### config.mk
export PLATFORM = sky130hd
export DESIGN_NAME = dmul_seq_ctrl
export DESIGN_NICKNAME = d
export VERILOG_FILES = /design/src/rtl/dmul_pkg.sv /design/src/rtl/dmul_win_cnt.sv /design/src/rtl/dmul_seq_ctrl.sv
export SDC_FILE = /design/constraint.sdc
export NUM_CORES = 1
export LEC_CHECK = 0
export CAP_MARGIN = 20
export CORE_ASPECT_RATIO = 1.25
export CORE_MARGIN = 3
export CORE_UTILIZATION = 50
export DETAILED_ROUTE_END_ITERATION = 8
export DONT_BUFFER_PORTS = 1
export GPL_TIMING_DRIVEN = 0
export MAX_ROUTING_LAYER = met4
export PLACE_DENSITY_LB_ADDON = 0.12
export SYNTH_ARGS = -nofsm -noshare
export SYNTH_HDL_FRONTEND = slang
export SYNTH_SLANG_ARGS = --single-unit
### constraint.sdc
create_clock -name clk -period 1.6 [get_ports clk]
set_clock_uncertainty 0.2 [all_clocks]
set_input_delay 0.32 -clock clk [delete_from_list [all_inputs] [get_ports clk]]
set_output_delay 0.32 -clock clk [all_outputs]
set_load 0.02 [all_outputs]
### src/rtl/dmul_pkg.sv
// Shared widths, window length and state encoding for the unary-multiplier sequencer.
package dmul_pkg;

   localparam int DATAWD_DEF = 8;
   localparam int WINDOW_DEF = 2**DATAWD_DEF - 1;
   localparam int CW         = 2*DATAWD_DEF;

   localparam logic [2:0] ST_IDLE  = 3'd0;
   localparam logic [2:0] ST_LOAD  = 3'd1;
   localparam logic [2:0] ST_RUN   = 3'd2;
   localparam logic [2:0] ST_DRAIN = 3'd3;
   localparam logic [2:0] ST_OUT   = 3'd4;

   typedef enum logic [2:0] {
      IDLE  = ST_IDLE,
      LOAD  = ST_LOAD,
      RUN   = ST_RUN,
      DRAIN = ST_DRAIN,
      OUT   = ST_OUT
   } dmul_state_t;

endpackage

### src/rtl/dmul_win_cnt.sv
// Stream-window counter: synchronous clear, count enable, flag when the count reaches TERM.
module dmul_win_cnt #(
   parameter int W    = 8,
   parameter int TERM = 254
) (
   input  logic         clk,
   input  logic         rst_n,
   input  logic         clr,
   input  logic         en,
   output logic [W-1:0] cnt,
   output logic         term
);

   always_ff @(posedge clk or negedge rst_n) begin
      if (!rst_n)
         cnt <= '0;
      else if (clr)
         cnt <= '0;
      else if (en)
         cnt <= cnt + 1'b1;
   end

   assign term = (cnt == W'(TERM));

endmodule

### src/rtl/dmul_seq_ctrl.sv
// Sequencer around one rotating-LFSR unary multiplier: load, time one window, capture the count.
// A one-entry pending buffer accepts the next operand pair while the current one is in flight.
module dmul_seq_ctrl
   import dmul_pkg::*;
#(
   parameter int DATAWD = DATAWD_DEF,
   parameter int WINDOW = 2**DATAWD - 1
) (
   input  logic                  clk,
   input  logic                  rst_n,
   input  logic                  in_valid,
   output logic                  in_ready,
   input  logic [DATAWD-1:0]     in_a,
   input  logic [DATAWD-1:0]     in_b,
   input  logic [DATAWD-1:0]     cfg_seed_a,
   input  logic [DATAWD-1:0]     cfg_seed_b,
   input  logic [DATAWD-1:0]     cfg_seed_u,
   output logic [DATAWD-1:0]     mul_a,
   output logic [DATAWD-1:0]     mul_b,
   output logic                  mul_load_a,
   output logic                  mul_load_b,
   output logic [DATAWD-1:0]     mul_seed_a,
   output logic [DATAWD-1:0]     mul_seed_b,
   output logic [DATAWD-1:0]     mul_seed_u,
   input  logic [2*DATAWD-1:0]   mul_c,
   output logic                  out_valid,
   input  logic                  out_ready,
   output logic [2*DATAWD-1:0]   out_c,
   output logic                  busy
);

   dmul_state_t         state, state_nxt;
   logic                pend_valid;
   logic [DATAWD-1:0]   pend_a, pend_b;
   logic [DATAWD-1:0]   act_a, act_b;
   logic [DATAWD-1:0]   cnt;
   logic                cnt_term;
   logic                in_hs;
   logic                move;

   assign in_ready = ~pend_valid;
   assign in_hs    = in_valid & in_ready;
   // Pending moves to active exactly on the edges that enter LOAD.
   assign move     = pend_valid & ((state == IDLE) | ((state == OUT) & out_ready));

   always_comb begin
      state_nxt = state;
      unique case (state)
         IDLE:    if (pend_valid) state_nxt = LOAD;
         LOAD:    state_nxt = RUN;
         RUN:     if (cnt_term) state_nxt = DRAIN;
         DRAIN:   state_nxt = OUT;
         OUT:     if (out_ready) state_nxt = pend_valid ? LOAD : IDLE;
         default: state_nxt = IDLE;
      endcase
   end

   always_ff @(posedge clk or negedge rst_n) begin
      if (!rst_n) begin
         state      <= IDLE;
         pend_valid <= 1'b0;
         pend_a     <= '0;
         pend_b     <= '0;
         act_a      <= '0;
         act_b      <= '0;
         out_c      <= '0;
      end else begin
         state      <= state_nxt;
         pend_valid <= in_hs | (pend_valid & ~move);
         if (in_hs) begin
            pend_a <= in_a;
            pend_b <= in_b;
         end
         if (move) begin
            act_a <= pend_a;
            act_b <= pend_b;
         end
         // mul_c has absorbed the last stream cycle by the time DRAIN is reached.
         if (state == DRAIN)
            out_c <= mul_c;
      end
   end

   dmul_win_cnt #(
      .W    (DATAWD),
      .TERM (WINDOW - 1)
   ) u_win_cnt (
      .clk   (clk),
      .rst_n (rst_n),
      .clr   (state == LOAD),
      .en    (state == RUN),
      .cnt   (cnt),
      .term  (cnt_term)
   );

   assign mul_a      = act_a;
   assign mul_b      = act_b;
   assign mul_load_a = (state == LOAD);
   assign mul_load_b = (state == LOAD);
   assign mul_seed_a = cfg_seed_a;
   assign mul_seed_b = cfg_seed_b;
   assign mul_seed_u = cfg_seed_u;
   assign out_valid  = (state == OUT);
   assign busy       = (state != IDLE) | pend_valid;

endmodule

==> results of run 1 <==
## layer usage
| metal | wire (µm) | vias up | part of all wire [%] | global-route usage (%) |
|---|---|---|---|---|
| li1 | - | 745 | - | - |
| met1 | 2080 | 834 | 35 | 18.0 |
| met2 | 3470 | 81 | 58 | 34.6 |
| met3 | 405 | 4 | 6.7 | 6.35 |
| met4 | 50 | 0 | 0.83 | 6.67 |
| met5 | 0 | - | 0 | - |
## worst max-delay path by stage
stage	start	to	slack (ns)	depth (start not counted)
2_1_floorplan	state[1]	mul_load_b	-0.07	5
3_3_place_gp	pend_valid	pend_a[6]	-0.10	4
3_5_place_dp	pend_valid	pend_a[5]	-0.14	4
4_1_cts	state[1]	mul_load_b	-0.45	5
5_1_grt	state[0]	mul_load_b	-0.39	4
6_report	state[2]	mul_load_b	-0.35	3
## final cells by class
class,count,area (µm²)
Sequential cell,60,1500
Fill cell,328,1310
Inverter,4,22.5
Timing Repair Buffer,53,562
Multi-Input combinational cell,92,1010
Tap cell,60,75.1
Clock buffer,12,155
Clock inverter,4,23.8
Buffer,29,245
## through the flow
| stage | hold slack, ns | std cells | utilization [%] |
|---|---|---|---|
| after floorplan | -0.176 | 188 | - |
| after global placement | -0.173 | 248 | 55.3 |
| after detailed placement | -0.174 | 248 | 55.3 |
| after CTS | -0.536 | 308 | 69.4 |
| after global routing | -0.551 | 314 | 73.3 |
| final | -0.530 | 314 | 73.3 |
## what timing repair did
item                                    in CTS  in global routing
gates resized for setup                     18                 40
endpoints found under the hold margin       94                 60
endpoints found under the setup margin      39                 40
buffers inserted                             9                  9
gates cloned                                 1                  0
pin swaps                                    2                  7
## logic make-up (layout without fill, tap and decap cells)
group / count (synthesis) / after routing
AO/OA/AOI/OAI: 7 / 7
XOR/XNOR: 1 / 1
adder cells (fa/ha/maj): 2 / 2
buffers and inverters: 36 / 102
flip-flops: 60 / 60
multiplexers: 53 / 53
AND/OR/NAND/NOR: 29 / 29
## power groups by stage
stage | Combinational [µW] | Sequential, µW | Clock (µW)
2_1_floorplan | 1640 | 3110 | 0
3_3_place_gp | 1800 | 3250 | 0
3_5_place_dp | 1880 | 3290 | 0
4_1_cts | 2390 | 3290 | 1240
5_1_grt | 3170 | 3370 | 1320
6_report | 2960 | 3290 | 1210
## worst max-delay path, stage by stage (launching register included)
cell and delay [ns]:
dfrtp_2 0.44, or3b_4 0.44, inv_8 0.09, buf_6 0.11
## cell usage in the layout (no fill, tap or decap), types with 2 or more instances in the layout
master         instances
nand2_1                5
mux2_4                16
ha_1                   2
mux2_2                32
buf_12                 3
nor2_2                 2
dfrtp_2                2
nand2b_1               2
buf_4                 32
nand2_2                2
clkbuf_8              11
buf_6                 11
inv_1                  2
dlygate4sd3_1         34
dfrtp_1               58
nand3_4                2
mux2i_1                5
clkinv_2               3
nand4_1                2
or3b_4                 2
## registers in the layout, summed over array words and instances (netlist names)
signal         cells
mul_a              8
mul_b              8
out_c             16
pend_a             8
pend_b             8
pend_valid         1
state              3
u_win_cnt.cnt      8
==> impl_metrics.yaml, run 1 <==
status:
  status: "finished, violations left"
  violations: "hold timing, setup timing"
worst_setup_path:
  cp.arrival_ns: 1.43
  cp-start-kind: "register"
  reg2reg_to: "mul_a[1]"
  r2r_slack_ns: -0.21
  reg2regPathDepth: 7
  crit_type: "reg -> out"
  cp-end-kind: "output port"
  cp_max_fo: 5
  r2r_start: "state[0]"
  cp.required_ns: 1.08
synth:
  synthTopCellsByArea: "dfrtp_1 57%, mux2_2 21%, buf_4 7.4%"
  synthXorXnorAreaFrac_pct: 0.334
  avgSynthCellArea_um2: 14.0
  async_flop_share_pct: 100
  synth_compound_area_share_pct: 2.10
  synthMuxAreaShare_pct: 22.5
  synth-edff-count: 0
  synth_cell_types: 33
  syn_nets: 250
  synth-seq-area-share_pct: 57.2
  synth_top_family_by_area: "multiplexers"
  synth_seq_cells: 60
  yosys.area_share.simple_pct: 6.86
  yosys_warnings: 0
  yosysTopAreaCell: "dfrtp_1"
  ys_top_cells_by_count: "60 x dfrtp_1, 48 x mux2_2, 26 x buf_4, 8 x nand2_1, 5 x mux2i_1"
  synth_area_um2: 2630
  yosysMostFrequentCell: "dfrtp_1"
  synth_cells: 188
  ys.flop_type: "dfrtp_1"
  synthAdderAreaFrac_pct: 0.953
  netlist.area_leader.share_pct: 57.2
pwr:
  p_clk_share_pct: 16.2
  power_density_nw_per_um2: 2080
  max-vdd-ir-drop_mv: 1.25
  internal_power_uw: 4720
  total_power_uw: 7470
  combPwrFrac_pct: 39.7
  leakagePower_uw: 0.00171
  p_sw_uw: 2750
  swShare_pct: 36.8
  pwr-share-seq_pct: 44.1
timing:
  period_needed_ns: 1.95
  maxSlewViolCount: 0
  finalHoldWorstSlack_ns: -0.530
  setup-tns-final_ns: -4.78
  finalSetupViolations: 46
  finalCritPeriodShare_pct: 122
  rsz0062_at_grt: "true"
  worstMarginPinSlew_ns: 0.288
  fin_ws_ns: -0.346
  relSlewSlack_pct: 80.8
  hold_viol_final: 60
  fmax_ghz: 0.514
place:
  port_buffers: 0
  pre_cts_ws_ns: -0.137
  routabilityCongestion: 0.636
  placed_cell_area_um2: 2710
  dp_hpwl_um: 3690
floorplanning:
  die_area_um2: 6160
  num_rows: 28
  die_h_um: 87.0
  die_w_um: 70.8
  io_pins: 121
  core_area_um2: 4900
  initial_core_util_pct: 53.5
clock_network:
  cts.clk_slew.worst_paths_ns: 0.07
  clockRootBuffer: "clkbuf_8"
  clk_latency_ns: 0.34
  htree_levels: 3
  cts_tree: "done"
  clock_sinks: 60
  numCtsBuffers: 9
  hold_buffers: 34
  clockBufferDepth: 2
grt:
  grt_overflow_total: 0
  grt_pass1_vias: 1728
  antenna_found_initial: 0
  grt_max_degree: 61
  grt_usage_pct: 18.8
  grt_pass1_wl_um: 8470
finish:
  syn2layout_area_growth_pct: 36.9
  fin_area_um2: 3590
  antenna_cells: 0
  final_nets: 311
  drive_above_1_share_pct: 52.4
routing:
  vias: 1664
  detail_route.vias_per_cell: 5.30
  drc: 0
  finalWirelength_um: 6010
  first_iter_violations: 55
  postRouteAntennaNets: 0
  wl_per_cell_um: 19.1
  drt-pass1-iter-count: 4
flow_run:
  drv_cap: 0
min_path:
  min_path_type: "in -> async"
Note: power is estimated with default switching activity, not from simulation.
==> inputs of run 2 (changes only) <==
Settings changed: CORE_UTILIZATION 50 to 28, REMOVE_ABC_BUFFERS set to 1.
==> run 2 against run 1 <==
Compared with the run above: the flow still finishes with violations (hold timing, setup timing); fmax rose by 8.3%; via count shrank 9.3%; non-clock buffer count is 36 lower; sequential share of layout area grew 4.3 points; worst setup slack better by 0.15 ns; cell count up 7.6%; core utilization shrank 37 points; design area shrank 9.2%; die area rose by 72%; clock power increased by 12%; first-iteration DRC count shrank 13%; largest power group unchanged.
==> impl_metrics.yaml, run 2 (synthesis results as in run 1) <==
status:
  status: "finished, violations left"
  violations: "hold timing, setup timing"
routing:
  finalWirelength_um: 5870
  vias: 1510
  detail_route.vias_per_cell: 4.47
  drt-pass1-iter-count: 4
  postRouteAntennaNets: 0
  wl_per_cell_um: 17.4
  drc: 0
  first_iter_violations: 48
worst_setup_path:
  cp-start-kind: "register"
  cp-end-kind: "output port"
  crit_type: "reg -> out"
  reg2regPathDepth: 6
  cp.arrival_ns: 1.28
  reg2reg_to: "mul_b[2]"
  cp.required_ns: 1.08
  setup.worst_path.end: "mul_load_b"
  r2r_start: "state[0]"
  cp_max_fo: 3
  startpoint: "state[2]"
  r2r_slack_ns: -0.04
grt:
  grt_pass1_wl_um: 9100
  grt_pass1_vias: 1749
  antenna_found_initial: 0
  grt_overflow_total: 0
  grt_usage_pct: 11.9
  grt_max_degree: 61
place:
  dp_hpwl_um: 4010
  routabilityCongestion: 0.718
  pre_cts_ws_ns: -0.353
  port_buffers: 0
finish:
  largest_reg_flops: 16
  final_common_cell: "dfrtp_1"
  final_nets: 275
  drive_above_1_share_pct: 42.7
  layout_common_cells: "56 x dfrtp_1, 48 x mux2_2, 34 x dlygate4sd3_1, 11 x clkbuf_8"
  antenna_cells: 0
  fin_util_pct: 36.7
  top_register: "out_c"
  syn2layout_area_growth_pct: 24.4
clock_network:
  cts.clk_slew.worst_paths_ns: 0.07
  clockRootBuffer: "clkbuf_8"
  clock_sinks: 60
  clockBufferDepth: 2
  htree_levels: 3
  hold_buffers: 34
  clk_latency_ns: 0.33
  cts_tree: "done"
  numCtsBuffers: 9
pwr:
  power_density_nw_per_um2: 2080
  leakagePower_uw: 0.00142
  max-vdd-ir-drop_mv: 0.646
timing:
  maxSlewViolCount: 0
  hold_viol_final: 60
  period_needed_ns: 1.80
  fmax_ghz: 0.557
  finalCritPeriodShare_pct: 112
  relSlewSlack_pct: 83.3
  worstMarginPinSlew_ns: 0.251
  finalHoldWorstSlack_ns: -0.514
  finalSetupViolations: 20
  fin_ws_ns: -0.196
  rsz0062_at_grt: "true"
floorplanning:
  die_h_um: 114
  core_area_um2: 8890
  die_w_um: 92.6
  initial_core_util_pct: 29.5
  io_pins: 121
  num_rows: 38
  die_area_um2: 10600
flow_run:
  drv_cap: 0
min_path:
  min_path_type: "in -> async"
[run 2: changes by cell type in the layout (fill, tap and decap cells not counted), moves of 2 or more]
cell     delta
buf_4      -25
mux2_2     +16
mux2_4     -16
buf_6       -8
dfrtp_1     -2
dfrtp_2     +2
nand2_1     +2
nand3_1     +2
[run 2: worst min path at each step]
stage                     start        end  cells after the start
final                     rst_n   mul_a[1]                      0
after global routing      rst_n  pend_a[3]                      0
after CTS                 rst_n   mul_a[1]                      0
after detailed placement  rst_n   mul_a[7]                      0
after global placement    rst_n   mul_a[7]                      0
after floorplan           rst_n   mul_a[0]                      0
[run 2: stage by stage]
step | power, µW | cell area [µm²] | instances | TNS, ns
2_1_floorplan | 4500 | 2380 | 156 | -5.01
3_3_place_gp | 4840 | 2530 | 276 | -16.87
3_5_place_dp | 4960 | 2530 | 276 | -12.84
4_1_cts | 6850 | 3240 | 336 | -1.30
5_1_grt | 7220 | 3260 | 338 | -2.68
6_report | 6790 | 3260 | 338 | -1.09
[run 2: cell type report]
class	count	area [µm²]
fill	866	5630
sequential	60	1510
multi-input combinational	92	916
timing repair buffer	46	467
clock buffer	12	155
tap	120	150
clock inverter	4	47.5
inverter	4	22.5
[run 2: per-layer routing]
metal  GRT usage [%]  vias up  share of wire [%]
met5               -        -                  0
met4            5.05        0                1.4
met3            6.84        7                 10
met2            17.9       59                 50
met1            12.9      772                 39
li1                -      672                  -
[run 2: power breakdown]
part           internal [µW]  switching [µW]  leakage (µW)  total [µW]
Combinational           1280             873      0.000604        2150
Sequential              2250            1030      0.000717        3280
Clock                    799             563      0.000102        1360
Total                   4330            2460       0.00142        6790
[run 2: worst max-delay path, cell delays in order (launching register included)]
cell	delay (ns)
dfrtp_2	0.43
or3b_4	0.42
inv_8	0.11
[run 2: what timing repair did]
item                                   4_1_cts  5_1_grt
pin swaps                                    5        5
resized for setup                           19        3
gates cloned                                 0        0
setup endpoints to repair                   63       44
endpoints found under the hold margin       94       60
setup buffers                               11        2
